File: src/rtl/state_dump_ctrl.sv
// state_dump_ctrl: streams a snapshot of the core's register file and data memory
// out through a valid/ready beat interface.
//
// Beat order: 16 register pairs (kind 00), MEM_BYTES/4 little-endian memory words
// (kind 01), then an optional XOR checksum beat (kind 10) when DUMP_CHECKSUM_EN is
// defined. Without DUMP_CHECKSUM_EN no checksum state or logic is built.
//
// Parameter
//   MEM_BYTES   bytes of data memory dumped; must be a multiple of 4 and >= 4
// Ports
//   clk, reset              clock, synchronous active-high reset
//   start                   begin a dump (only looked at while idle)
//   dumpActive              core ports are steered to this block
//   regAddr1/2, regData1/2  register-file read ports (data valid same cycle)
//   memAddr, memRead        data-memory byte address and read enable
//   memDataIn               data-memory read data, bits [7:0] used
//   outValid, outReady      beat handshake
//   outKind, outIndex       beat type and index within its type
//   outDataHi, outDataLo    beat payload
//   done                    one-cycle pulse after the final beat is accepted
module state_dump_ctrl #(
    parameter int unsigned MEM_BYTES = 64
) (
    input  logic        clk,
    input  logic        reset,
    input  logic        start,
    output logic        dumpActive,
    output logic [4:0]  regAddr1,
    output logic [4:0]  regAddr2,
    input  logic [31:0] regData1,
    input  logic [31:0] regData2,
    output logic [31:0] memAddr,
    output logic        memRead,
    input  logic [31:0] memDataIn,
    output logic        outValid,
    input  logic        outReady,
    output logic [1:0]  outKind,
    output logic [7:0]  outIndex,
    output logic [31:0] outDataHi,
    output logic [31:0] outDataLo,
    output logic        done
);

    localparam int unsigned ADDR_W = $clog2(MEM_BYTES + 1);
    localparam int unsigned PAIR_W = 4;
    localparam logic [1:0]  KIND_REG = 2'b00;
    localparam logic [1:0]  KIND_MEM = 2'b01;
    localparam logic [PAIR_W-1:0] LAST_PAIR = PAIR_W'(15);

    typedef enum logic [2:0] {
        IDLE       = 3'd0,
        REG_LOAD   = 3'd1,
        REG_EMIT   = 3'd2,
        MEM_GATHER = 3'd3,
        MEM_EMIT   = 3'd4
`ifdef DUMP_CHECKSUM_EN
        ,
        SUM_EMIT   = 3'd5
`endif
    } state_t;

    state_t              state, stateNext;
    logic [PAIR_W-1:0]   pairCnt, pairNext;
    logic [ADDR_W-1:0]   byteAddr, addrNext;
    logic [31:0]         hiNext, loNext;
    logic [1:0]          kindNext;
    logic [7:0]          indexNext;
    logic                doneNext;
    logic                activeNext;
    logic                validNext;
    logic                memReadNext;
    logic [31:0]         memAddrNext;
    logic [4:0]          regAddr1Next, regAddr2Next;

`ifdef DUMP_CHECKSUM_EN
    localparam logic [1:0] KIND_SUM = 2'b10;
    logic [31:0] checksum, sumNext;
    logic [31:0] beatXor;
    assign beatXor = outDataHi ^ outDataLo;
`endif

    // Only the low byte of the memory bus carries data.
    logic unusedMemBits;
    assign unusedMemBits = ^memDataIn[31:8];

    // Next-state, datapath and next-output logic.
    always_comb begin
        stateNext = state;
        pairNext  = pairCnt;
        addrNext  = byteAddr;
        hiNext    = outDataHi;
        loNext    = outDataLo;
        kindNext  = outKind;
        indexNext = outIndex;
        doneNext  = 1'b0;
`ifdef DUMP_CHECKSUM_EN
        sumNext   = checksum;
`endif

        case (state)
            IDLE: begin
                if (start) begin
                    stateNext = REG_LOAD;
                    pairNext  = '0;
`ifdef DUMP_CHECKSUM_EN
                    sumNext   = '0;
`endif
                end
            end

            REG_LOAD: begin
                hiNext    = regData1;
                loNext    = regData2;
                kindNext  = KIND_REG;
                indexNext = 8'(pairCnt);
                stateNext = REG_EMIT;
            end

            REG_EMIT: begin
                if (outReady) begin
`ifdef DUMP_CHECKSUM_EN
                    sumNext = checksum ^ beatXor;
`endif
                    if (pairCnt == LAST_PAIR) begin
                        stateNext = MEM_GATHER;
                        addrNext  = '0;
                    end else begin
                        pairNext  = pairCnt + PAIR_W'(1);
                        stateNext = REG_LOAD;
                    end
                end
            end

            MEM_GATHER: begin
                // Byte lane follows the low address bits: little-endian packing.
                loNext[{byteAddr[1:0], 3'b000} +: 8] = memDataIn[7:0];
                addrNext = byteAddr + ADDR_W'(1);
                if (byteAddr[1:0] == 2'd3) begin
                    stateNext = MEM_EMIT;
                    hiNext    = '0;
                    kindNext  = KIND_MEM;
                    indexNext = 8'(byteAddr >> 2);
                end
            end

            MEM_EMIT: begin
                if (outReady) begin
`ifdef DUMP_CHECKSUM_EN
                    sumNext = checksum ^ beatXor;
`endif
                    // byteAddr already points at the next word's base here.
                    if (byteAddr < ADDR_W'(MEM_BYTES)) begin
                        stateNext = MEM_GATHER;
                    end else begin
`ifdef DUMP_CHECKSUM_EN
                        stateNext = SUM_EMIT;
                        hiNext    = '0;
                        loNext    = checksum ^ beatXor;
                        kindNext  = KIND_SUM;
                        indexNext = '0;
`else
                        stateNext = IDLE;
                        doneNext  = 1'b1;
`endif
                    end
                end
            end

`ifdef DUMP_CHECKSUM_EN
            SUM_EMIT: begin
                if (outReady) begin
                    stateNext = IDLE;
                    doneNext  = 1'b1;
                end
            end
`endif

            default: stateNext = IDLE;
        endcase

        // Sideband outputs are registered from the state being entered.
        activeNext   = (stateNext != IDLE);
        validNext    = (stateNext == REG_EMIT) || (stateNext == MEM_EMIT)
`ifdef DUMP_CHECKSUM_EN
                       || (stateNext == SUM_EMIT)
`endif
                       ;
        memReadNext  = (stateNext == MEM_GATHER);
        memAddrNext  = (stateNext == MEM_GATHER) ? 32'(addrNext) : '0;
        regAddr1Next = (stateNext == REG_LOAD) ? {pairNext, 1'b0} : '0;
        regAddr2Next = (stateNext == REG_LOAD) ? {pairNext, 1'b1} : '0;
    end

    // State and output registers.
    always_ff @(posedge clk) begin
        if (reset) begin
            state      <= IDLE;
            pairCnt    <= '0;
            byteAddr   <= '0;
            dumpActive <= 1'b0;
            outValid   <= 1'b0;
            outKind    <= '0;
            outIndex   <= '0;
            outDataHi  <= '0;
            outDataLo  <= '0;
            done       <= 1'b0;
            memRead    <= 1'b0;
            memAddr    <= '0;
            regAddr1   <= '0;
            regAddr2   <= '0;
`ifdef DUMP_CHECKSUM_EN
            checksum   <= '0;
`endif
        end else begin
            state      <= stateNext;
            pairCnt    <= pairNext;
            byteAddr   <= addrNext;
            dumpActive <= activeNext;
            outValid   <= validNext;
            outKind    <= kindNext;
            outIndex   <= indexNext;
            outDataHi  <= hiNext;
            outDataLo  <= loNext;
            done       <= doneNext;
            memRead    <= memReadNext;
            memAddr    <= memAddrNext;
            regAddr1   <= regAddr1Next;
            regAddr2   <= regAddr2Next;
`ifdef DUMP_CHECKSUM_EN
            checksum   <= sumNext;
`endif
        end
    end

endmodule

File: config.mk
export PLATFORM = sky130hd
export DESIGN_NAME = state_dump_ctrl
export DESIGN_NICKNAME = d
export VERILOG_FILES = /design/src/rtl/state_dump_ctrl.sv
export SDC_FILE = /design/constraint.sdc
export NUM_CORES = 1
export LEC_CHECK = 0
export CORE_ASPECT_RATIO = 1.4
export CORE_MARGIN = 1.5
export CORE_UTILIZATION = 40
export DETAILED_ROUTE_END_ITERATION = 8
export GPL_TIMING_DRIVEN = 1
export PLACE_DENSITY = 0.85
export REMOVE_ABC_BUFFERS = 1
export SLEW_MARGIN = 20
export SYNTH_ARGS = -nofsm -noshare
export SYNTH_HDL_FRONTEND = slang
export SYNTH_SLANG_ARGS = --single-unit
export TNS_END_PERCENT = 20
File: constraint.sdc
create_clock -name clk -period 2.35 [get_ports clk]
set_clock_uncertainty 0.1 [all_clocks]
set_input_delay 0.47 -clock clk [delete_from_list [all_inputs] [get_ports clk]]
set_output_delay 0.47 -clock clk [all_outputs]
set_load 0.05 [all_outputs]
# After elaboration in Yosys (flattened, before gate mapping)
# Cells that the tools add are included.
dict set report classes {
  n_reduce_logical 8
  mux 24
  n_mul 0
  n_addsub 3
  div 0
  n_eq_ne 11
  magnitude_cmp 1
  shifts 2
  n_bitwise 4
}
# op n
set op_table {}
lappend op_table {{case mux 32 bit (2 select lines)} 2}
lappend op_table {{bitwise mux 32 bit} 1}
lappend op_table {{2-to-1 mux 32 bit} 1}
lappend op_table {{variable shift 8 x 7 -> 32 bit, first input constant} 1}
lappend op_table {{variable part select 8 x 7 -> 32 bit} 1}
lappend op_table {{case mux 8 bit (2 select lines)} 1}
lappend op_table {{case mux 3 bit (5 select lines)} 1}
lappend op_table {{2-to-1 mux 7 bit} 2}
lappend op_table {{case mux 7 bit (2 select lines)} 1}
lappend op_table {{equality test 3 x 2 -> 1 bit, second input constant} 4}
lappend op_table {{2-to-1 mux 3 bit} 4}
lappend op_table {{2-to-1 mux 4 bit} 3}
lappend op_table {{2-to-1 mux 8 bit} 1}
lappend op_table {{case mux 4 bit (2 select lines)} 1}
lappend op_table {{adder 7 x 1 -> 7 bit, second input constant} 1}
lappend op_table {{< comparator 7 bit, second input constant} 1}
lappend op_table {{negation 5 -> 7 bit} 1}
lappend op_table {{equality test 3 x 1 -> 1 bit, second input constant} 2}
lappend op_table {{equality test 3 bit, second input constant} 2}
lappend op_table {{2-to-1 mux 2 bit} 3}
lappend op_table {{adder 4 x 1 -> 4 bit, second input constant} 1}
lappend op_table {{equality test 4 bit, second input constant} 1}
lappend op_table {{NOT 1 bit} 4}
lappend op_table {{case mux 2 bit (2 select lines)} 1}
lappend op_table {{other kinds (10)} 12}
dict set report word_totals {
  mem_bits_ro 0
  inputBits 100
  wordCells 69
  ramBits 0
  ff_bits 130
  mem_count 0
  out_inout_bits 120
  latch_bits 0
}

# Depth between registers and ports, before layout
dict set report depth {
  depth_word 7
  depth_mapped 7
  ltp_nobuf 6
}

# Worst setup path before layout
# OpenSTA, ideal clock, no wires.
dict set report synth_path {
  path_type {register to register}
  startpoint {reg byteAddr[0]}
  endpoint {reg outDataLo[19]}
  slack_ns 0.420
  setup_ns 0.071
  required_ns 2.179
  n_path_buf 1
  path_stages_with_launch 7
  arrival_ns 1.759
  period_less_slack_ns 1.930
  cell_sequence {dfxtp_1 buf_2 inv_1 ha_1 nor3b_1 nand3_1 a21oi_1}
}
dict set report synth_via {
  elab_chain_len 4
  elab_cells_between_ends 5
  classes_between {add/sub: 1; shift: 2; mux: 2}
}
# element line_no
set synth_lines {}
lappend synth_lines {{start, declared} 64} ;# logic [ADDR_W-1:0] byteAddr, addrNext;
lappend synth_lines {{start signal, assigned} 217} ;# byteAddr <= addrNext;
lappend synth_lines {{negation 5 -> 7 bit *} 136} ;# loNext[{byteAddr[1:0], 3'b000} +: 8] = memDataIn[7:0];
lappend synth_lines {{variable part select 8 x 7 -> 32 bit / variable shift 8 x 7 -> 32 bit (equally long branches)} 136}
lappend synth_lines {{bitwise mux 32 bit *} 136}
lappend synth_lines {{case mux 32 bit (2 select lines) *} 100} ;# case (state)
lappend synth_lines {{end signal, assigned} 223} ;# outDataLo <= loNext;
lappend synth_lines {{end, declared} 40} ;# output logic [31:0] outDataLo,
# Mark *: on every way between the ends. The rest lies on a longest branch, timed or not.
# A chain may end at the register's enable or synchronous reset.

# Worst setup path after layout
dict set report layout_path {
  startpoint {reg outDataLo[31]}
  endpoint {out outDataLo[31]}
}
# No word-level cell between the ends.

==> impl_metrics.toml <==
[critical_path]
worstPathRequired_ps = 1780
crit_buf_inv = 1
arrival_ps = 1540
crit_slowest_cell = "clkdlybuf4s50_1"
cp-start-kind = "register"
path_cells = "clkdlybuf4s50_1"
end_kind = "primary output"
worstPathMaxFanout = 2
max_stage_delay_ps = 830
critPathTopFamily = "buffers and inverters"
path_class = "reg -> out"

[timing]
tightestPinTransition_ps = 629
finalSetupViolCount = 0
worst_slew_margin_rel_pct = 57.8
finalHoldViolCount = 0
drv_slew = 0
period_share_pct = 89.9
max_freq_mhz = 473
fin_crit_ps = 2110
rsz0062_at_grt = "false"

[drt]
first_pass_iters = 4
wl_per_cell_um = 15.8
drt_iter0_drc = 243
final_antenna_net_count = 0
drc = 0
vias_per_cell = 5.15
vias = 4177
routed_wirelength_um = 12800

[pwr]
power_frac_clock_pct = 32.3
sw_frac_of_total_pct = 32.7
seqPwrFrac_pct = 42.6
p_int_mw = 2.92
ir_worst_vdd_uv = 341
p_comb_share_pct = 25.1
p_leak_nw = 2.40
power_density_mw_per_mm2 = 677
p_sw_mw = 1.42

[cells_and_area]
num-fill-cells = 923
mostFrequentLayoutCells = "164 x clkdlybuf4s50_1, 99 x dfxtp_1, 72 x nor2_1"
areaGrowthSynthToFinish_pct = 45.3
nets = 770
final_layout_size_suffix_gt1_share_pct = 9.55
multi_input_area_mm2 = 0.00208
stdcell_count = 811
layout_commonest_cell = "clkdlybuf4s50_1"
diodes = 0
seqCellArea_mm2 = 0.00200
utilization_pct = 59.3

[synthesis]
ys_types = 50
synth_warnings = 0
synth_edf_count = 0
synth-compound-area-share_pct = 18.1
ys_seq_area_share_pct = 45.4
synth-seq-cells = 100
synth_xor_area_share_pct = 0
synth_mux_area_share_pct = 4.31
synthSimpleGateAreaFrac_pct = 20.6
synthFlopType = "dfxtp_1"
synth-async-reset-ratio_pct = 0
synth_area_per_cell_um2 = 8.76
synth_cells = 504
syn_area_mm2 = 0.00441
synth_top_family_by_area = "simple AND/OR/NAND/NOR gates"
synthAdderAreaFrac_pct = 1.42

[floorplan]
core_mm2 = 0.0108
boundaryPins = 220
dieArea_mm2 = 0.0117
start_util_pct = 40.8
dieHeight_um = 127
die_x_um = 91.8
std_cell_rows = 45

[global_route]
grt_use_total_pct = 21.9
grt_pass1_vias = 4099
grt_start_max_net_pins = 59
grt_overflow_total = 0
grt_pass1_wl_um = 19900
antenna_found_initial = 0

[clock_network]
cts_tree = "yes"
cts_sinks = 100
clock_latency_ps = 340
cts_hold_buffers = 0
path_clk_slew_ps = 70
cts_root_buf = "clkbuf_16"
clock_path_buffers = 2
htreeDepth = 3
cts_buffers = 9

[placed_design]
gp_congestion = 0.834
io_buffers = 165
hpwl_um = 9560
post-place-cells = 794

[outcome]
status = "complete, no violations"

[worst_hold_path]
hold_class = "reg -> reg"

[job]
cap_violations = 0
## power groups by stage
stage | combinational, mW | clock (mW) | sequential (mW)
finish | 1.09 | 1.40 | 1.85
global route | 1.15 | 1.51 | 1.86
CTS | 1.09 | 1.43 | 1.85
detailed placement | 1.09 | 0 | 1.89
global placement | 1.07 | 0 | 1.88
floorplan | 0.349 | 0 | 2.20
## final timing paths
| path | start | endpoint | slack (ps) | depth (start not counted) |
|---|---|---|---|---|
| worst max-delay path | outDataLo[31]$_SDFFE_PP0P_ | outDataLo[31] | 240 | 1 |
| worst min register to register | outIndex[4]$_SDFFE_PP0P_ | outIndex[4]$_SDFFE_PP0P_ | 370 | 2 |
| worst min-delay path | outIndex[4]$_SDFFE_PP0P_ | outIndex[4]$_SDFFE_PP0P_ | 370 | 2 |
| worst max register to register | byteAddr[0]$_SDFF_PP0_ | outDataLo[27]$_SDFFE_PP0P_ | 260 | 7 |
## synth_stat cells, types with 2 or more instances
master	number	area share (%)
a22oi_1	33	5.6
o21ai_1	2	0.23
nor2b_1	5	0.71
and3b_1	2	0.40
and2_1	5	0.71
nand2_1	48	4.1
buf_4	35	6.0
a311oi_1	4	0.79
nand3_1	18	2.0
buf_2	9	1.0
nor2_1	72	6.1
clkbuf_1	17	1.4
a211oi_1	8	1.4
mux2_2	16	4.1
and3_1	8	1.1
a221oi_1	12	2.4
nand2b_1	3	0.43
o21bai_1	2	0.34
nor3_1	2	0.23
a31oi_1	3	0.43
inv_1	14	1.2
a21oi_1	25	2.8
o21ai_0	23	2.6
ha_1	5	1.4
nor4_1	3	0.43
nor4b_4	2	1.1
nor3b_1	6	1.0
dfxtp_1	100	45
## through the flow
stage	power (mW)	area (um2)	setup TNS, ps	hold slack, ps	setup slack, ps
6_report	4.34	6410	0	368	237
5_1_grt	4.52	6410	0	397	56.7
4_1_cts	4.38	6400	0	371	166
3_5_place_dp	2.98	6120	0	361	27.1
3_3_place_gp	2.96	6120	0	357	91.0
2_1_floorplan	2.55	4130	-87020	368	-2050
## registers in the layout, summed over array words and instances, names as in the netlist
name        flops
outDataHi      32
outDataLo      32
byteAddr        7
memAddr         7
outIndex        5
regAddr2        5
pairCnt         4
state           3
done            1
dumpActive      1
memRead         1
outKind         1
outValid        1
## timing repair
| item | CTS | global route |
|---|---|---|
| endpoints found under the setup margin | 0 | 9 |
| resized for setup | 0 | 1 |
| buffers inserted | 0 | 1 |
## area by class of cell
class / instances / share of cell area, %
multi-input cells: 355 / 32.5
flip-flops and latches: 100 / 31.2
repair buffers: 185 / 28.2
clock buffers: 9 / 3.51
well taps: 141 / 2.75
clock inverters: 7 / 0.937
inverters: 14 / 0.820
## metal layers
metal | wire, um | track usage (%) | vias to the layer above
li1 | - | - | 2030
met1 | 5150 | 24.5 | 1940
met2 | 6640 | 40.0 | 185
met3 | 746 | 3.87 | 22
met4 | 306 | 9.86 | 0
met5 | 0 | 0 | -
## logic make-up after synthesis
| kind of cell | after synthesis |
|---|---|
| AND/OR/NAND/NOR | 184 |
| AO/OA/AOI/OAI | 119 |
| flip-flops | 100 |
| buffers and inverters | 78 |
| multiplexers | 17 |
| adder cells (fa/ha/maj) | 5 |
| other | 1 |
No activity file was read; power rests on OpenSTA's default activity.
